$ cat config.mk
export PLATFORM = sky130hd
export DESIGN_NAME = lsu_split_access_flat
export DESIGN_NICKNAME = d
export VERILOG_FILES = /design/src/rtl/lsu_split_access_pkg.sv /design/src/rtl/lsu_split_access_if.sv /design/src/rtl/lsu_lane_align.sv /design/src/rtl/lsu_split_access.sv /design/src/flat_wrapper.sv
export SDC_FILE = /design/constraint.sdc
export NUM_CORES = 1
export LEC_CHECK = 0
export ABC_CLOCK_PERIOD_IN_PS = 2600
export BUFFER_PORTS_ARGS = -buffer_cell sky130_fd_sc_hd__buf_4
export CAP_MARGIN = 20
export CORE_MARGIN = 4
export CORE_UTILIZATION = 54
export CTS_CLUSTER_DIAMETER = 60
export DETAILED_ROUTE_END_ITERATION = 10
export PLACE_DENSITY = 0.81
export SYNTH_ARGS = -nofsm -noshare
export SYNTH_HDL_FRONTEND = slang
export SYNTH_SLANG_ARGS = --single-unit
$ cat constraint.sdc
create_clock -name clk -period 2.6 [get_ports clk]
set_clock_uncertainty 0.05 [all_clocks]
set_input_delay 0.26 -clock clk [delete_from_list [all_inputs] [get_ports clk]]
set_output_delay 0.26 -clock clk [all_outputs]
set_load 0.02 [all_outputs]
$ cat src/rtl/lsu_split_access_pkg.sv
// Shared types for the split-access LSU: DMType codes, FSM states
// and the size-from-type mapping. Optional macro: LSU_ALIGN_EXC_EN.
package lsu_split_access_pkg;

    localparam logic [2:0] dm_word          = 3'd0;
    localparam logic [2:0] dm_half          = 3'd1;
    localparam logic [2:0] dm_half_unsigned = 3'd2;
    localparam logic [2:0] dm_byte          = 3'd3;
    localparam logic [2:0] dm_byte_unsigned = 3'd4;

    typedef enum logic [2:0] {
        S_IDLE,
        S_A0,
        S_A1,
        S_LAST,
        S_RESP
    } lsu_state_e;

    // Access size in bytes; illegal codes map to 4 but are never issued.
    function automatic logic [2:0] dm_size(input logic [2:0] t);
        logic [2:0] s;
        case (t)
            dm_half, dm_half_unsigned: s = 3'd2;
            dm_byte, dm_byte_unsigned: s = 3'd1;
            default:                   s = 3'd4;
        endcase
        return s;
    endfunction

    function automatic logic dm_legal(input logic [2:0] t);
        return t <= dm_byte_unsigned;
    endfunction

endpackage

$ cat src/rtl/lsu_split_access_if.sv
// Bus bundle of the LSU: request, SRAM and response channels.
// slave = LSU side, master = pipeline/SRAM side.
interface lsu_split_access_if #(
    parameter int ADDR_W = 32,
    parameter int DATA_W = 32
);
    logic              req_valid;
    logic              req_ready;
    logic              req_store;
    logic [2:0]        req_type;
    logic [ADDR_W-1:0] req_addr;
    logic [DATA_W-1:0] req_wdata;

    logic              sram_en;
    logic [3:0]        sram_wea;
    logic [ADDR_W-1:0] sram_addr;
    logic [DATA_W-1:0] sram_wdata;
    logic [DATA_W-1:0] sram_rdata;

    logic              resp_valid;
    logic              resp_ready;
    logic [DATA_W-1:0] resp_rdata;
    logic              resp_err;

    modport slave (
        input  req_valid, req_store, req_type, req_addr, req_wdata,
        input  sram_rdata, resp_ready,
        output req_ready, sram_en, sram_wea, sram_addr, sram_wdata,
        output resp_valid, resp_rdata, resp_err
    );

    modport master (
        output req_valid, req_store, req_type, req_addr, req_wdata,
        output sram_rdata, resp_ready,
        input  req_ready, sram_en, sram_wea, sram_addr, sram_wdata,
        input  resp_valid, resp_rdata, resp_err
    );

endinterface

$ cat src/rtl/lsu_lane_align.sv
// Byte-lane logic: write masks/data for both word halves, and the
// 64-bit read merge, shift and sign/zero extension.
module lsu_lane_align
    import lsu_split_access_pkg::*;
(
    input  logic [1:0]  off_i,
    input  logic [2:0]  size_i,
    input  logic [2:0]  dm_i,
    input  logic [31:0] wdata_i,
    input  logic [31:0] rd_lo_i,
    input  logic [31:0] rd_hi_i,
    output logic [3:0]  wea0_o,
    output logic [3:0]  wea1_o,
    output logic [31:0] wdata0_o,
    output logic [31:0] wdata1_o,
    output logic [31:0] rdata_o
);
    logic [3:0]  smask;
    logic [7:0]  lanes;
    logic [63:0] wshift;
    logic [63:0] merged;
    logic [31:0] bytes;

    always_comb begin
        smask = 4'b1111;
        case (size_i)
            3'd1:    smask = 4'b0001;
            3'd2:    smask = 4'b0011;
            default: smask = 4'b1111;
        endcase
    end

    // Lanes past byte 3 spill into the next word.
    assign lanes    = {4'b0000, smask} << off_i;
    assign wea0_o   = lanes[3:0];
    assign wea1_o   = lanes[7:4];

    assign wshift   = {32'h0, wdata_i} << {off_i, 3'b000};
    assign wdata0_o = wshift[31:0];
    assign wdata1_o = wshift[63:32];

    assign merged   = {rd_hi_i, rd_lo_i};
    assign bytes    = merged[{off_i, 3'b000} +: 32];

    always_comb begin
        rdata_o = bytes;
        case (dm_i)
            dm_half:          rdata_o = {{16{bytes[15]}}, bytes[15:0]};
            dm_half_unsigned: rdata_o = {16'h0, bytes[15:0]};
            dm_byte:          rdata_o = {{24{bytes[7]}}, bytes[7:0]};
            dm_byte_unsigned: rdata_o = {24'h0, bytes[7:0]};
            default:          rdata_o = bytes;
        endcase
    end

endmodule

$ cat src/rtl/lsu_split_access.sv
// Load/store unit between EX/MEM and a synchronous SRAM; splits
// word-crossing accesses in two. Ports: clk, rstn, bus (slave).
// Macro LSU_ALIGN_EXC_EN: misaligned accesses return resp_err.
module lsu_split_access
    import lsu_split_access_pkg::*;
#(
    parameter int ADDR_W = 32,
    parameter int DATA_W = 32
) (
    input logic               clk,
    input logic               rstn,
    lsu_split_access_if.slave bus
);
    lsu_state_e        state_q, state_d;
    logic              store_q, store_d;
    logic [2:0]        dm_q, dm_d;
    logic [ADDR_W-1:0] addr_q, addr_d;
    logic [DATA_W-1:0] wdata_q, wdata_d;
    logic              cross_q, cross_d;
    logic [DATA_W-1:0] word0_q, word0_d;
    logic [DATA_W-1:0] rdata_q, rdata_d;
    logic              err_q, err_d;

    logic [1:0]        req_off;
    logic [2:0]        req_size;
    logic              req_cross;
    logic              req_bad;

    logic [ADDR_W-3:0] wa, wa_nxt;
    logic [3:0]        wea0, wea1;
    logic [DATA_W-1:0] wd0, wd1;
    logic [DATA_W-1:0] rd_lo, ld_data;

    assign req_off   = bus.req_addr[1:0];
    assign req_size  = dm_size(bus.req_type);
    assign req_cross = ({2'b00, req_off} + {1'b0, req_size}) > 4'd4;

`ifdef LSU_ALIGN_EXC_EN
    assign req_bad = !dm_legal(bus.req_type) ||
                     ((req_off & (req_size[1:0] - 2'd1)) != 2'd0);
`else
    assign req_bad = !dm_legal(bus.req_type);
`endif

    assign wa     = addr_q[ADDR_W-1:2];
    assign wa_nxt = wa + {{(ADDR_W-3){1'b0}}, 1'b1};

    // Crossing loads merge the A1-captured word with the live one.
    assign rd_lo  = cross_q ? word0_q : bus.sram_rdata;

    lsu_lane_align u_align (
        .off_i    (addr_q[1:0]),
        .size_i   (dm_size(dm_q)),
        .dm_i     (dm_q),
        .wdata_i  (wdata_q),
        .rd_lo_i  (rd_lo),
        .rd_hi_i  (bus.sram_rdata),
        .wea0_o   (wea0),
        .wea1_o   (wea1),
        .wdata0_o (wd0),
        .wdata1_o (wd1),
        .rdata_o  (ld_data)
    );

    always_ff @(posedge clk or negedge rstn) begin
        if (!rstn) begin
            state_q <= S_IDLE;
            store_q <= 1'b0;
            dm_q    <= dm_word;
            addr_q  <= '0;
            wdata_q <= '0;
            cross_q <= 1'b0;
            word0_q <= '0;
            rdata_q <= '0;
            err_q   <= 1'b0;
        end else begin
            state_q <= state_d;
            store_q <= store_d;
            dm_q    <= dm_d;
            addr_q  <= addr_d;
            wdata_q <= wdata_d;
            cross_q <= cross_d;
            word0_q <= word0_d;
            rdata_q <= rdata_d;
            err_q   <= err_d;
        end
    end

    always_comb begin
        state_d = state_q;
        store_d = store_q;
        dm_d    = dm_q;
        addr_d  = addr_q;
        wdata_d = wdata_q;
        cross_d = cross_q;
        word0_d = word0_q;
        rdata_d = rdata_q;
        err_d   = err_q;
        case (state_q)
            S_IDLE: begin
                if (bus.req_valid) begin
                    store_d = bus.req_store;
                    dm_d    = bus.req_type;
                    addr_d  = bus.req_addr;
                    wdata_d = bus.req_wdata;
                    cross_d = req_cross;
                    rdata_d = '0;
                    err_d   = req_bad;
                    state_d = req_bad ? S_RESP : S_A0;
                end
            end
            S_A0: state_d = cross_q ? S_A1 : S_LAST;
            S_A1: begin
                if (!store_q) word0_d = bus.sram_rdata;
                state_d = S_LAST;
            end
            S_LAST: begin
                rdata_d = store_q ? '0 : ld_data;
                state_d = S_RESP;
            end
            S_RESP: if (bus.resp_ready) state_d = S_IDLE;
            default: state_d = S_IDLE;
        endcase
    end

    always_comb begin
        bus.req_ready  = (state_q == S_IDLE);
        bus.sram_en    = 1'b0;
        bus.sram_wea   = 4'b0000;
        bus.sram_addr  = '0;
        bus.sram_wdata = '0;
        bus.resp_valid = 1'b0;
        bus.resp_rdata = '0;
        bus.resp_err   = 1'b0;
        case (state_q)
            S_A0: begin
                bus.sram_en   = 1'b1;
                bus.sram_addr = {wa, 2'b00};
                if (store_q) begin
                    bus.sram_wea   = wea0;
                    bus.sram_wdata = wd0;
                end
            end
            S_A1: begin
                bus.sram_en   = 1'b1;
                bus.sram_addr = {wa_nxt, 2'b00};
                if (store_q) begin
                    bus.sram_wea   = wea1;
                    bus.sram_wdata = wd1;
                end
            end
            S_RESP: begin
                bus.resp_valid = 1'b1;
                bus.resp_rdata = rdata_q;
                bus.resp_err   = err_q;
            end
            default: ;
        endcase
    end

endmodule

$ cat src/flat_wrapper.sv
// flat-port wrapper written by rule: the top's interface ports become plain ports
module lsu_split_access_flat import lsu_split_access_pkg::*;
#(
    parameter int ADDR_W = 32,
    parameter int DATA_W = 32
)
  (clk, rstn, bus_req_valid, bus_req_store, bus_req_type, bus_req_addr, bus_req_wdata, bus_sram_rdata, bus_resp_ready, bus_req_ready, bus_sram_en, bus_sram_wea, bus_sram_addr, bus_sram_wdata, bus_resp_valid, bus_resp_rdata, bus_resp_err);
  lsu_split_access_if #(.ADDR_W(ADDR_W), .DATA_W(DATA_W)) bus_i ();
  input logic clk;
  input logic rstn;
  input wire logic [$bits(bus_i.req_valid)-1:0] bus_req_valid;
  input wire logic [$bits(bus_i.req_store)-1:0] bus_req_store;
  input wire logic [$bits(bus_i.req_type)-1:0] bus_req_type;
  input wire logic [$bits(bus_i.req_addr)-1:0] bus_req_addr;
  input wire logic [$bits(bus_i.req_wdata)-1:0] bus_req_wdata;
  input wire logic [$bits(bus_i.sram_rdata)-1:0] bus_sram_rdata;
  input wire logic [$bits(bus_i.resp_ready)-1:0] bus_resp_ready;
  output wire logic [$bits(bus_i.req_ready)-1:0] bus_req_ready;
  output wire logic [$bits(bus_i.sram_en)-1:0] bus_sram_en;
  output wire logic [$bits(bus_i.sram_wea)-1:0] bus_sram_wea;
  output wire logic [$bits(bus_i.sram_addr)-1:0] bus_sram_addr;
  output wire logic [$bits(bus_i.sram_wdata)-1:0] bus_sram_wdata;
  output wire logic [$bits(bus_i.resp_valid)-1:0] bus_resp_valid;
  output wire logic [$bits(bus_i.resp_rdata)-1:0] bus_resp_rdata;
  output wire logic [$bits(bus_i.resp_err)-1:0] bus_resp_err;
  assign bus_i.req_valid = bus_req_valid;
  assign bus_i.req_store = bus_req_store;
  assign bus_i.req_type = bus_req_type;
  assign bus_i.req_addr = bus_req_addr;
  assign bus_i.req_wdata = bus_req_wdata;
  assign bus_i.sram_rdata = bus_sram_rdata;
  assign bus_i.resp_ready = bus_resp_ready;
  assign bus_req_ready = bus_i.req_ready;
  assign bus_sram_en = bus_i.sram_en;
  assign bus_sram_wea = bus_i.sram_wea;
  assign bus_sram_addr = bus_i.sram_addr;
  assign bus_sram_wdata = bus_i.sram_wdata;
  assign bus_resp_valid = bus_i.resp_valid;
  assign bus_resp_rdata = bus_i.resp_rdata;
  assign bus_resp_err = bus_i.resp_err;
  lsu_split_access #(.ADDR_W(ADDR_W), .DATA_W(DATA_W)) u_core (.clk(clk), .rstn(rstn), .bus(bus_i));
endmodule
==> metrics.txt, run 1 <==
top_reg_cell synth=dfrtp_1; static leakage=5.67 nW; Diodes inserted=0; Clk Latency, worst-skew pair=430 ps; Global Route Usage Sum=30.4%; Vias per Instance=5.98; clock root buffer=clkbuf_16; Detailed Routing Iterations Pass 1=5; dpl cells=1352; design area=11900 um^2; area added between synthesis and finish=37.0%; Fill cells=1135; WL met2=13900 um; Yosys warnings=0; Die Wd=135 um; period utilization=101%; post-synthesis cell type count=67; pins over their slew limit=0; layout cells sized above 1=33.3%; Die ar.=18100 um^2; Seq cells post-synth=137; fin cells=1452; DP Wirelength=18300 um; Initial Utilization=54.7%; Mapped Cells=966; DRC viols=0; CTS tree=built; Placement Setup Slack=192 ps; Worst setup EP type=primary output; drt wl/cell=19.2 um; Min Hold Slack=3.22 ps; failing checks=setup timing; setup-violating endpoint count in the final report=1; GPL Wtd Cong=0.912; row count=46; Synth Cell Area=8660 um^2; Reg clk slew, reported paths=60 ps; Max Freq=0.380 GHz; final setup margin=-33.2 ps; Crit Path Category=flip-flop to primary output; largest net degree at the start of global routing=73; final-stage net count=1333; Slew headroom=54.6%; Detail Route Antenna Nets=0; CP required=2290 ps; Peak VDD IR=0.744 mV; outcome=finished, violations left; Slew @ Worst Pin=680 ps; WL met1=10800 um; Seq pwr share=28.7%; Port-buffer cells=205; first-pass GRT wire length=43700 um; Pint=8.07 mW; Met3 Routed Length=2210 um; Num CTS Buffers=17; Via Count=8683; RSZ-0062 raised after global routing=true; Combinational Power Share=52.8%; Min-Delay Path Class=input pin to flip-flop; CP arrival=2320 ps; Core ar.=15800 um^2; Routed WL=27900 um; register area=3440 um^2; I/O pin count=208; area of placed instances=10500 um^2; sw power=5.99 mW; Sw Share=42.6%; initial antenna violation count=0; Max Cap Viol=0; asr flop ratio synth=100%; clock network fraction of design power=18.5%; gr ovfl total=0; Iter 0 DRT Violations=716; footprint of the multi-input gates=4910 um^2; average cell area after synthesis=8.97 um^2; Top Layer Used=met4; CTS Buffer Depth=2; Final Util=75.0%; endpoints failing hold=0; Sink Count=137; Crit Path Max Fanout=9; post-layout min period=2630 ps; PwrDens=1190 nW/um^2; Critical Path Start Type=flip-flop; Die Ht=135 um; Seq/Total Area, Yosys=39.6%; htree depth=4; vias in the first global route=8527; EDFF count, synth=0
[state kept, by name, indices dropped and copies added (netlist names)]
name            flops
u_core.store_q      1
u_core.rdata_q     32
u_core.word0_q     32
u_core.cross_q      1
u_core.dm_q         3
u_core.state_q      3
u_core.addr_q      32
u_core.wdata_q     32
u_core.err_q        1
[power groups by stage]
stage | sequential [mW] | clock [mW] | combinational [mW]
final | 4.03 | 2.61 | 7.42
after global routing | 4.12 | 2.71 | 8.06
after CTS | 3.97 | 2.61 | 7.21
after detailed placement | 3.99 | 0 | 7.02
after global placement | 3.93 | 0 | 6.84
after floorplan | 3.67 | 0 | 5.05
[critical path, cell delays in order (launching register included)]
cell and delay (ps):
dfrtp_2 440, nand4_1 210, or4_4 530, o311a_1 310
a221o_1 280, buf_6 140
[cell usage after synthesis (12+ instances only)]
cell type	number	area [um^2]
nand4_1	12	75.1
and2_1	50	313
buf_2	16	80.1
nor2_1	25	93.8
a21oi_1	19	95.1
mux2_2	81	912
o22ai_1	30	188
nand2_1	269	1010
clkbuf_1	46	173
mux2i_1	38	380
dfrtp_1	137	3430
o21ai_0	43	215
o311ai_0	13	114
a31oi_1	16	100
[logic make-up after synthesis]
| group | share of synthesized area [%] |
|---|---|
| compound gates | 15.2 |
| xor+xnor | 0.202 |
| fa+ha+maj | 0.953 |
| buf+inv | 4.56 |
| flops | 39.6 |
| mux | 17.5 |
| other cells | 0.0433 |
| simple gates | 21.9 |
[cells in the final DEF (no fill, tap or decap), drive strengths merged, types with 3 or more instances in the layout]
cell,count
nor4,5
clkinv,3
a21oi,19
nand4,13
o311ai,17
dlygate4sd3,55
o21ai,43
clkbuf,20
inv,10
a22oi,4
nand3,8
buf,259
nor3b,6
and2,50
nand2b,4
clkinvlp,5
a31oi,16
ha,5
bufinv,4
a41oi,4
mux2i,38
a32o,6
nor3,6
a32oi,8
or3b,4
and3,6
a21o,9
a211oi,9
nor2b,4
nor2,25
dfrtp,137
and4,4
mux4,10
mux2,81
o22ai,30
nand2,269
o2bb2ai,8
[layer usage]
layer / vias up / track usage, %
li1: 3973 / -
met1: 4178 / 37.8
met2: 450 / 51.1
met3: 82 / 7.12
met4: 0 / 12.6
met5: - / 0
[stage by stage]
stage / power (mW) / TNS (ps)
2_1_floorplan: 8.72 / 0
3_3_place_gp: 10.8 / 0
3_5_place_dp: 11.0 / 0
4_1_cts: 13.8 / -113
5_1_grt: 14.9 / -225
6_report: 14.1 / -33.2
[layout make-up]
type / count / share of cell area [%]
tap: 216 / 2.28
clock buffer: 20 / 3.85
inverter: 10 / 0.316
sequential: 137 / 29.0
timing repair buffer: 314 / 21.8
clock inverter: 12 / 1.46
multi-input combinational: 743 / 41.4
[timing repair]
item	CTS	global route
pin swaps	4	5
hold buffers	55	0
setup endpoints to repair	17	34
endpoints found under the hold margin	122	0
cloned	0	1
gates resized for setup	9	13
setup buffers	3	9
[path summary, 6_finish.rpt]
path / start / end / slack, ps / cells past startpoint
min: bus_req_addr[15] / u_core.addr_q[15] / 3 / 3
max: u_core.addr_q[4] / bus_sram_addr[31] / -30 / 5
min reg2reg: u_core.rdata_q[1] / u_core.rdata_q[1] / 430 / 2
max in group asynchronous: rstn / u_core.addr_q[1] / 1280 / 3
min in group asynchronous: rstn / u_core.word0_q[30] / 390 / 2
max reg2reg: u_core.cross_q / u_core.rdata_q[25] / 360 / 5
Power figures use the tool's default switching activity.
==> inputs of run 2 (changes only) <==
Settings changed: CORE_MARGIN 4 to 10.
==> metrics.txt, run 2 (same netlist as run 1, synthesis figures left out) <==
Clk Latency, worst-skew pair=430 ps (about the same); final setup margin=-8.05 ps (+25.2 ps); Via Count=8733 (+0.58%); Iter 0 DRT Violations=822 (+15%); RSZ-0062 raised after global routing=true; period utilization=100% (-0.97 points); Critical Path Start Type=flip-flop; final-stage net count=1329 (-0.30%); post-layout min period=2610 ps (-25.2 ps); CTS Buffer Depth=2 (unchanged); Global Route Usage Sum=26.1% (-4.3 points); Crit Path Category=flip-flop to primary output; Min-Delay Path Class=input pin to flip-flop; most frequent cells in the layout=nand2_1 (267), buf_4 (251), dfrtp_1 (131); Routed WL=29000 um (+4.1%); Sink Count=137 (unchanged); clock root buffer=clkbuf_16; initial antenna violation count=0 (unchanged); Worst setup EP type=primary output; area added between synthesis and finish=36.5%; DP Wirelength=19600 um (+6.8%); I/O pin count=208 (unchanged); Max Freq=0.383 GHz (+0.97%); row count=46 (unchanged); failing checks=setup timing; Detail Route Antenna Nets=0 (unchanged); GPL Wtd Cong=0.898 (-1.5%); Tot Pwr=14.0 mW (-0.32%); cells along the critical path=or3b_2 > buf_4 > o31a_1 > a31oi_1 > buf_4; Min Hold Slack=5.20 ps (+1.99 ps); Reg clk slew, reported paths=60 ps (about the same); htree depth=4 (unchanged); Peak VDD IR=0.671 mV (-9.7%); PwrDens=1190 nW/um^2 (about the same); CP required=2290 ps (about the same); WL met2=14300 um (+3.5%); Num CTS Buffers=17 (unchanged); static leakage=5.65 nW (-0.28%); largest net degree at the start of global routing=58 (-21%); CTS tree=built; Vias per Instance=6.03 (+0.85%); Slew headroom=53.8% (-0.74 points); Die ar.=21500 um^2 (+19%); pins over their slew limit=0 (unchanged); drt wl/cell=20.0 um (+4.4%); endpoints failing hold=0 (unchanged); Core ar.=15800 um^2 (unchanged); CP arrival=2300 ps (-20 ps); Worst path slowest cell=or3b_2; dpl cells=1351 (-0.074%); Die Wd=147 um (+8.9%); gr ovfl total=0 (unchanged); Met3 Routed Length=2790 um (+27%); Top Layer Used=met4; cell repeated most along the worst path=buf_4; vias in the first global route=8876 (+4.1%); Detailed Routing Iterations Pass 1=7 (+2); Crit Path Max Fanout=17 (+8); leading cell type in the layout, fill and taps excluded=nand2_1; outcome=finished, violations left; DRC viols=0 (unchanged); Slew @ Worst Pin=691 ps (+11.0 ps); layout cells sized above 1=33.8% (+0.51 points); setup-violating endpoint count in the final report=1 (unchanged); Initial Utilization=54.7% (unchanged); first-pass GRT wire length=45900 um (+4.8%); Die Ht=147 um (+8.9%); fin cells=1448 (-0.28%); Port-buffer cells=205 (unchanged); Fill cells=1104 (-2.7%); Max Cap Viol=0 (unchanged); Diodes inserted=0 (unchanged); slowest stage delay, CP=490 ps (-40 ps); WL met1=11000 um (+2.0%)
==> run 2: power breakdown <==
group          switching, mW  leakage, nW  internal, mW
clock network          0.966        0.294          1.54
logic                   4.23         3.64          3.34
registers              0.830         1.72          3.10
==> run 2: per-layer routing <==
layer  vias up  global-route usage [%]
li1       3957                       -
met1      4211                    30.2
met2       481                    44.1
met3        84                    7.91
met4         0                    10.5
met5         -                       0
==> run 2: metrics by stage <==
| stage | cell area (um^2) | worst slack [ps] | utilization [%] | setup TNS (ps) |
|---|---|---|---|---|
| 6_report | 11800 | -8.05 | 74.7 | -8.05 |
| 5_1_grt | 11800 | -27.5 | 74.7 | -56.1 |
| 4_1_cts | 11700 | -50.9 | 74.2 | -50.9 |
| 3_5_place_dp | 10500 | 204 | 66.5 | 0 |
| 3_3_place_gp | 10500 | 236 | 66.5 | 0 |
| 2_1_floorplan | 8670 | 235 | - | 0 |
==> run 2: worst max-delay path, delay by kind of cell (launching register included) <==
family	cells	cell delay [ps]
AOI/OAI and AO/OA	2	590
buffers and inverters	2	430
DFF	1	370
and+or+nand+nor	1	490
==> run 2: final timing paths <==
kind,from,end,slack (ps),depth (start not counted)
min in group asynchronous,rstn,u_core.word0_q[29],320,2
max in group asynchronous,rstn,u_core.addr_q[0],1390,3
setup / recovery,u_core.state_q[0],bus_sram_addr[16],-8,5
hold / removal,bus_req_addr[3],u_core.addr_q[3],5,3
hold reg to reg,u_core.rdata_q[5],u_core.rdata_q[5],430,2
setup reg to reg,u_core.dm_q[1],u_core.rdata_q[20],300,9
==> run 2: cell type report <==
class                   count  area (um^2)  area share (%)
clock buffers              19          443            3.75
clock inverters            13          168            1.42
inverters                  10         41.3           0.349
multi-input cells         743         4930            41.7
flip-flops and latches    137         3440            29.1
well taps                 216          270            2.29
repair buffers            310         2530            21.4
==> run 2: repair_timing <==
item                                    4_1_cts  5_1_grt
gates cloned                                  1        0
endpoints found under the setup margin       18       15
pin swaps                                     2        3
hold endpoints to repair                    102        0
hold buffers                                 50        0
gates resized for setup                      11       13
setup buffers                                10        4
